`src/rtl/pipe_pkg.sv`:
```
// Shared pipeline types for the decode/execute boundary.
//   reg_idx_t : 5-bit architectural register index
//   ZeroReg   : hard-wired zero register index
//   fwd_sel_t : operand source chosen by the forwarding mux
package pipe_pkg;

  typedef logic [4:0] reg_idx_t;

  localparam reg_idx_t ZeroReg = 5'd0;

  typedef enum logic [1:0] {
    FWD_ZERO,
    FWD_EX,
    FWD_MEM,
    FWD_RF
  } fwd_sel_t;

endpackage

```
`src/rtl/operand_fwd_mux.sv`:
```
// Per-operand forwarding selector (purely combinational).
// Ports:
//   idx                                 : source register index of the operand
//   ex_wen, ex_is_load, ex_dst, ex_result : EX-stage producer
//   mem_wen, mem_dst, mem_result          : MEM-stage producer
//   rf_data                             : register-file read data for idx
//   operand                             : selected operand value
module operand_fwd_mux
  import pipe_pkg::*;
(
  input  reg_idx_t    idx,
  input  logic        ex_wen,
  input  logic        ex_is_load,
  input  reg_idx_t    ex_dst,
  input  logic [31:0] ex_result,
  input  logic        mem_wen,
  input  reg_idx_t    mem_dst,
  input  logic [31:0] mem_result,
  input  logic [31:0] rf_data,
  output logic [31:0] operand
);

  fwd_sel_t sel;

  // A load in EX has no data yet; the stage stalls on it, so it is never a source here.
  always_comb begin
    sel = FWD_RF;
    if (idx == ZeroReg) begin
      sel = FWD_ZERO;
    end else if (ex_wen && !ex_is_load && (ex_dst == idx)) begin
      sel = FWD_EX;
    end else if (mem_wen && (mem_dst == idx)) begin
      sel = FWD_MEM;
    end
  end

  always_comb begin
    operand = 32'h0;
    unique case (sel)
      FWD_ZERO: operand = 32'h0;
      FWD_EX:   operand = ex_result;
      FWD_MEM:  operand = mem_result;
      FWD_RF:   operand = rf_data;
      default:  operand = 32'h0;
    endcase
  end

endmodule

```
`src/rtl/id_ex_stage.sv`:
```
// Decode-to-execute pipeline stage with a two-entry hold (A, B).
// Slot A holds captured decode fields while the register file read completes;
// slot B holds the registered, forwarded operands presented to EX.
// Ports:
//   clk, rst (sync, active-low), flush
//   in_valid/in_ready, in_rs/in_rt/in_rd, in_ctrl, in_imm : decode side
//   rf_addr_1/2 -> rf_data_1/2 (one-cycle read latency)
//   ex_wen/ex_is_load/ex_dst/ex_result, mem_wen/mem_dst/mem_result : bypass sources
//   out_valid/out_ready, out_op_a/out_op_b, out_rd, out_ctrl, out_imm : EX side
module id_ex_stage
  import pipe_pkg::*;
#(
  parameter int unsigned CTRL_W = 16
) (
  input  logic              clk,
  input  logic              rst,
  input  logic              flush,
  input  logic              in_valid,
  output logic              in_ready,
  input  logic [4:0]        in_rs,
  input  logic [4:0]        in_rt,
  input  logic [4:0]        in_rd,
  input  logic [CTRL_W-1:0] in_ctrl,
  input  logic [31:0]       in_imm,
  output logic [4:0]        rf_addr_1,
  output logic [4:0]        rf_addr_2,
  input  logic [31:0]       rf_data_1,
  input  logic [31:0]       rf_data_2,
  input  logic              ex_wen,
  input  logic              ex_is_load,
  input  logic [4:0]        ex_dst,
  input  logic [31:0]       ex_result,
  input  logic              mem_wen,
  input  logic [4:0]        mem_dst,
  input  logic [31:0]       mem_result,
  output logic              out_valid,
  input  logic              out_ready,
  output logic [31:0]       out_op_a,
  output logic [31:0]       out_op_b,
  output logic [4:0]        out_rd,
  output logic [CTRL_W-1:0] out_ctrl,
  output logic [31:0]       out_imm
);

  // Slot A
  logic              a_vld_q;
  reg_idx_t          a_rs_q, a_rt_q, a_rd_q;
  logic [CTRL_W-1:0] a_ctrl_q;
  logic [31:0]       a_imm_q;

  // Slot B
  logic              b_vld_q;
  logic [31:0]       b_op_a_q, b_op_b_q;
  reg_idx_t          b_rd_q;
  logic [CTRL_W-1:0] b_ctrl_q;
  logic [31:0]       b_imm_q;

  logic        haz, a_adv, a_load;
  logic [31:0] fwd_a, fwd_b;

  always_comb begin
    haz = a_vld_q && ex_wen && ex_is_load && (ex_dst != ZeroReg) &&
          ((ex_dst == a_rs_q) || (ex_dst == a_rt_q));
    a_adv    = a_vld_q && !haz && (!b_vld_q || out_ready);
    // Flush empties both slots, so the stage reports ready while dropping input.
    in_ready = !a_vld_q || a_adv || flush;
    a_load   = in_valid && in_ready && !flush;
    // Steer the RF read to whatever will sit in A next cycle so rf_data lines up with A.
    rf_addr_1 = a_load ? in_rs : a_rs_q;
    rf_addr_2 = a_load ? in_rt : a_rt_q;
  end

  operand_fwd_mux u_fwd_a (
    .idx        (a_rs_q),
    .ex_wen     (ex_wen),
    .ex_is_load (ex_is_load),
    .ex_dst     (ex_dst),
    .ex_result  (ex_result),
    .mem_wen    (mem_wen),
    .mem_dst    (mem_dst),
    .mem_result (mem_result),
    .rf_data    (rf_data_1),
    .operand    (fwd_a)
  );

  operand_fwd_mux u_fwd_b (
    .idx        (a_rt_q),
    .ex_wen     (ex_wen),
    .ex_is_load (ex_is_load),
    .ex_dst     (ex_dst),
    .ex_result  (ex_result),
    .mem_wen    (mem_wen),
    .mem_dst    (mem_dst),
    .mem_result (mem_result),
    .rf_data    (rf_data_2),
    .operand    (fwd_b)
  );

  always_ff @(posedge clk) begin
    if (!rst) begin
      a_vld_q  <= 1'b0;
      a_rs_q   <= ZeroReg;
      a_rt_q   <= ZeroReg;
      a_rd_q   <= ZeroReg;
      a_ctrl_q <= '0;
      a_imm_q  <= 32'h0;
      b_vld_q  <= 1'b0;
      b_op_a_q <= 32'h0;
      b_op_b_q <= 32'h0;
      b_rd_q   <= ZeroReg;
      b_ctrl_q <= '0;
      b_imm_q  <= 32'h0;
    end else if (flush) begin
      a_vld_q <= 1'b0;
      b_vld_q <= 1'b0;
    end else begin
      if (a_load) begin
        a_vld_q  <= 1'b1;
        a_rs_q   <= in_rs;
        a_rt_q   <= in_rt;
        a_rd_q   <= in_rd;
        a_ctrl_q <= in_ctrl;
        a_imm_q  <= in_imm;
      end else if (a_adv) begin
        a_vld_q <= 1'b0;
      end

      if (a_adv) begin
        b_vld_q  <= 1'b1;
        b_op_a_q <= fwd_a;
        b_op_b_q <= fwd_b;
        b_rd_q   <= a_rd_q;
        b_ctrl_q <= a_ctrl_q;
        b_imm_q  <= a_imm_q;
      end else if (out_ready) begin
        b_vld_q <= 1'b0;
      end
    end
  end

  assign out_valid = b_vld_q;
  assign out_op_a  = b_op_a_q;
  assign out_op_b  = b_op_b_q;
  assign out_rd    = b_rd_q;
  assign out_ctrl  = b_ctrl_q;
  assign out_imm   = b_imm_q;

endmodule

```
`config.mk`:
```
export PLATFORM = sky130hd
export DESIGN_NAME = id_ex_stage
export DESIGN_NICKNAME = d
export VERILOG_FILES = /design/src/rtl/pipe_pkg.sv /design/src/rtl/operand_fwd_mux.sv /design/src/rtl/id_ex_stage.sv
export SDC_FILE = /design/constraint.sdc
export NUM_CORES = 1
export LEC_CHECK = 0
export CAP_MARGIN = 20
export CORE_MARGIN = 2
export CORE_UTILIZATION = 43
export CTS_BUF_LIST = sky130_fd_sc_hd__clkbuf_8 sky130_fd_sc_hd__clkbuf_16
export DETAILED_ROUTE_END_ITERATION = 10
export PLACE_DENSITY_LB_ADDON = 0.2
export SKIP_LAST_GASP = 1
export SYNTH_ARGS = -nofsm -noshare
export SYNTH_HDL_FRONTEND = slang
export SYNTH_SLANG_ARGS = --single-unit
```
`constraint.sdc`:
```
create_clock -name clk -period 2.9 [get_ports clk]
set_clock_uncertainty 0.1 [all_clocks]
set_input_delay 0.58 -clock clk [delete_from_list [all_inputs] [get_ports clk]]
set_output_delay 0.58 -clock clk [all_outputs]
set_load 0.03 [all_outputs]
```
==> metrics.md <==
| Metric | Value |
|---|---|
| Cells on Worst Hold Path | 2 |
| Post-synthesis sequential element count | 182 |
| Clk Tree Root Cell | sky130_fd_sc_hd__clkbuf_16 |
| Startpoint class of the critical path | input pin |
| Final critical delay including setup and external delays | 2.93 ns |
| Worst reg2reg path depth | 15 |
| DRT Pass-1 Iters | 5 |
| Global-route usage over all layers | 0.262 |
| Worst Max-Slew Pin Slew | 0.901 ns |
| Half-perimeter wire length of the detailed placement result | 19400 um |
| Source of the worst register-to-register timing path | a_rt_q[0] |
| Setup slack of the worst register-to-register path | 0.09 ns |
| End of the worst register-to-register path | out_op_b[0] |
| Cell count after synthesis | 897 |
| Sum of negative setup slack | -0.154 ns |
| Detailed-route via count | 8123 |
| Number of top-level pins | 338 |
| Drt first-iter violations | 479 |
| TritonCTS clock tree | built |
| Final RePlAce weighted congestion | 0.902 |
| Type of element capturing the critical path | primary output |
| Total clock sinks | 182 |
| Power density over the cells | 454 nW/um2 |
| Routed WL | 27100 um |
| Outcome | finished with violations |
| Type of the worst min-delay path | reg -> reg |
| Maximum operating frequency | 341 MHz |
| Worst-case setup slack after placement | -0.921 ns |
| Antenna diode instance count | 0 |
| Worst setup margin | -0.0292 ns |
| Total global routing overflow | 0 |
| Largest net degree at the start of global routing | 183 |
| Share of the yosys chip area belonging to registers | 0.444 |
| Wire length of the first global-routing pass | 41700 um |
| Worst Hold Endpoint | out_ctrl[15] |
| Max_cap viols | 0 |
| Die area | 20200 um2 |
| Standard cell core area | 18700 um2 |
| Data arrival time of the worst path | 2.25 ns |
| Critical setup path kind | in -> out |
| Number of port buffers | 337 |
| Slew margin rel. | 0.399 |
| Row count | 50 |
| Cell count after placement | 1437 |
| Number of global-route vias before repair | 7785 |
| Initial Utilization | 0.439 |
| Final cell count without fillers | 1481 |
| Deepest level of the CTS H-tree | 4 |
| CTS buffer count | 17 |
| Violated checks | negative setup slack |
| Deepest clock path buffer count | 2 |
| Required time at the endpoint of the critical path | 2.22 ns |
| Die boundary height | 142 um |
| DIE WIDTH | 142 um |
| Setup repair after global routing missed its margin | true |
| Post-synthesis area per instance | 9.15 um2 |
| Warnings, synthesis | 0 |
| Final Hold Violating Endpoints | 0 |
| Post-CTS clock slew at the launch and capture registers of the worst setup and hold paths | 0.08 ns |
| Residual antenna-violating net count after detailed routing | 0 |
| Via-per-instance ratio | 5.48 |
| Final routed wire length divided by cell count | 18.3 um |
| Count of hold buffers inserted by post-cts repair | 0 |
| Peak VDD IR | 393 uV |
| PnR Total Power | 5890 uW |
| Count of distinct cell types in the synthesized netlist | 39 |
| Share of layout cells above drive strength 1 | 0.150 |
| Initial antenna violation count | 0 |
| Final Max Tran Viols | 0 |
| Clock Latency Late Sink | 0.43 ns |
| Number of nets in the finished design | 1443 |
| Share of the clock period used by the worst path after layout | 1.01 |
| Total standard cell area after synthesis | 8210 um2 |
| Cell leakage power | 0.00474 uW |
| Mapped Nets | 1106 |
| Worst min-delay path startpoint | a_ctrl_q[15] |
| Number of DRC violations after detailed routing | 0 |
| Maximum fanout encountered on the critical timing path | 7 |
| Setup-violating endpoint count in the final report | 7 |
| Layout-stage area growth over the synthesis result | 57.9% |
## registers in the layout, summed over array words and instances (netlist names)
name,count
a_rs_q,5
out_op_a,32
a_imm_q,32
out_valid,1
out_op_b,32
a_rd_q,5
a_vld_q,1
a_rt_q,5
out_imm,32
out_ctrl,16
a_ctrl_q,16
out_rd,5
## through the flow
stage | cell area [um2] | hold WS [ns] | util
3_5_place_dp | 12100 | 0.338 | 0.647
3_3_place_gp | 12100 | 0.334 | 0.647
6_report | 13000 | 0.343 | 0.693
2_1_floorplan | 8210 | 0.329 | -
4_1_cts | 12900 | 0.346 | 0.688
5_1_grt | 13000 | 0.363 | 0.693
## layer usage
| metal | part of all wire | track usage | vias up |
|---|---|---|---|
| met4 | 0.029 | 0.0974 | 0 |
| met3 | 0.077 | 0.0710 | 52 |
| met5 | 0 | 0 | - |
| met1 | 0.40 | 0.314 | 3772 |
| li1 | - | - | 3988 |
| met2 | 0.49 | 0.449 | 311 |
## cell type report
cell class,count,area [um2]
Fill cell,1479,5740
Multi-Input combinational cell,616,4190
Timing Repair Buffer,414,4180
Sequential cell,182,3650
Clock buffer,17,425
Tap cell,234,293
Clock inverter,15,205
Inverter,3,11.3
## critical path: stages
cell and delay [ns]:
sky130_fd_sc_hd__clkdlybuf4s50_1 0.45, sky130_fd_sc_hd__nor2b_1 0.07, sky130_fd_sc_hd__a211oi_1 0.29, sky130_fd_sc_hd__buf_4 0.17
sky130_fd_sc_hd__o31ai_4 0.07, sky130_fd_sc_hd__buf_6 0.16, sky130_fd_sc_hd__mux2_4 0.32, sky130_fd_sc_hd__buf_6 0.14
## worst max-delay path by stage
stage / start / to / slack, ns / cells past startpoint
detailed placement: ex_dst[0] / rf_addr_2[4] / -0.92 / 8
global route: a_rt_q[0] / rf_addr_2[4] / -0.12 / 7
floorplan: ex_dst[0] / rf_addr_1[0] / 0.04 / 6
CTS: a_rt_q[4] / rf_addr_2[0] / -0.02 / 7
finish: out_ready / rf_addr_2[4] / -0.03 / 8
global placement: ex_dst[2] / rf_addr_1[0] / -0.87 / 8
## logic make-up after synthesis
group / count (synthesis) / synth area share
and+or+nand+nor: 308 / 0.175
xor gates and xnor gates: 20 / 0.0213
DFF: 182 / 0.444
muxes: 42 / 0.0528
buffers and inverters: 99 / 0.0576
AOI/OAI and AO/OA: 246 / 0.249
## power by group
group	total (uW)	switching [uW]	internal, uW
Sequential	2590	31.7	2560
Clock	2410	1150	1260
Combinational	887	401	486
Total	5890	1590	4300
## Yosys cell counts, drive strengths merged
cell type,number,area (um2)
nor2b,2,12.5
a221o,32,320
clkbuf,57,225
nor4,2,12.5
o21ai,110,551
mux2i,32,320
nor3,2,10.0
a21oi,3,15.0
inv,3,11.3
nand2,109,409
a31o,32,280
a2111oi,32,474
nor2,37,141
nand2b,1,6.26
nand3,108,541
a32o,32,320
or4b,1,10.0
o211ai,2,42.5
xor2,13,114
nand4b,1,8.76
mux2,10,113
o31ai,1,21.3
xnor2,7,61.3
a211oi,1,7.51
buf,39,236
dfxtp,182,3640
and3,33,206
or4,2,18.8
o2bb2a,1,11.3
and2,10,62.6
## layout by cell type, fill, tap and decap left out, types with 3 or more instances in the layout
master,count
sky130_fd_sc_hd__a2111oi_2,31
sky130_fd_sc_hd__a221o_1,32
sky130_fd_sc_hd__a31o_1,32
sky130_fd_sc_hd__a32o_1,32
sky130_fd_sc_hd__and2_1,10
sky130_fd_sc_hd__and3_1,32
sky130_fd_sc_hd__buf_12,15
sky130_fd_sc_hd__buf_2,4
sky130_fd_sc_hd__buf_4,52
sky130_fd_sc_hd__buf_6,19
sky130_fd_sc_hd__clkbuf_16,18
sky130_fd_sc_hd__clkdlybuf4s50_1,320
sky130_fd_sc_hd__clkinv_8,6
sky130_fd_sc_hd__dfxtp_1,177
sky130_fd_sc_hd__dfxtp_2,5
sky130_fd_sc_hd__inv_1,3
sky130_fd_sc_hd__inv_6,5
sky130_fd_sc_hd__mux2_4,10
sky130_fd_sc_hd__mux2i_1,32
sky130_fd_sc_hd__nand2_1,109
sky130_fd_sc_hd__nand3_1,108
sky130_fd_sc_hd__nor2_1,35
sky130_fd_sc_hd__o21ai_0,96
sky130_fd_sc_hd__o21ai_1,13
sky130_fd_sc_hd__xnor2_1,6
sky130_fd_sc_hd__xor2_1,12
## what timing repair did
action                                 CTS  global route
setup endpoints to repair               41            43
cloned                                   0             4
gates resized for setup                106            20
endpoints found under the hold margin    0             0
pin swaps                                7            14
setup buffers                            9             1
No activity file was read; power rests on OpenSTA's default activity.
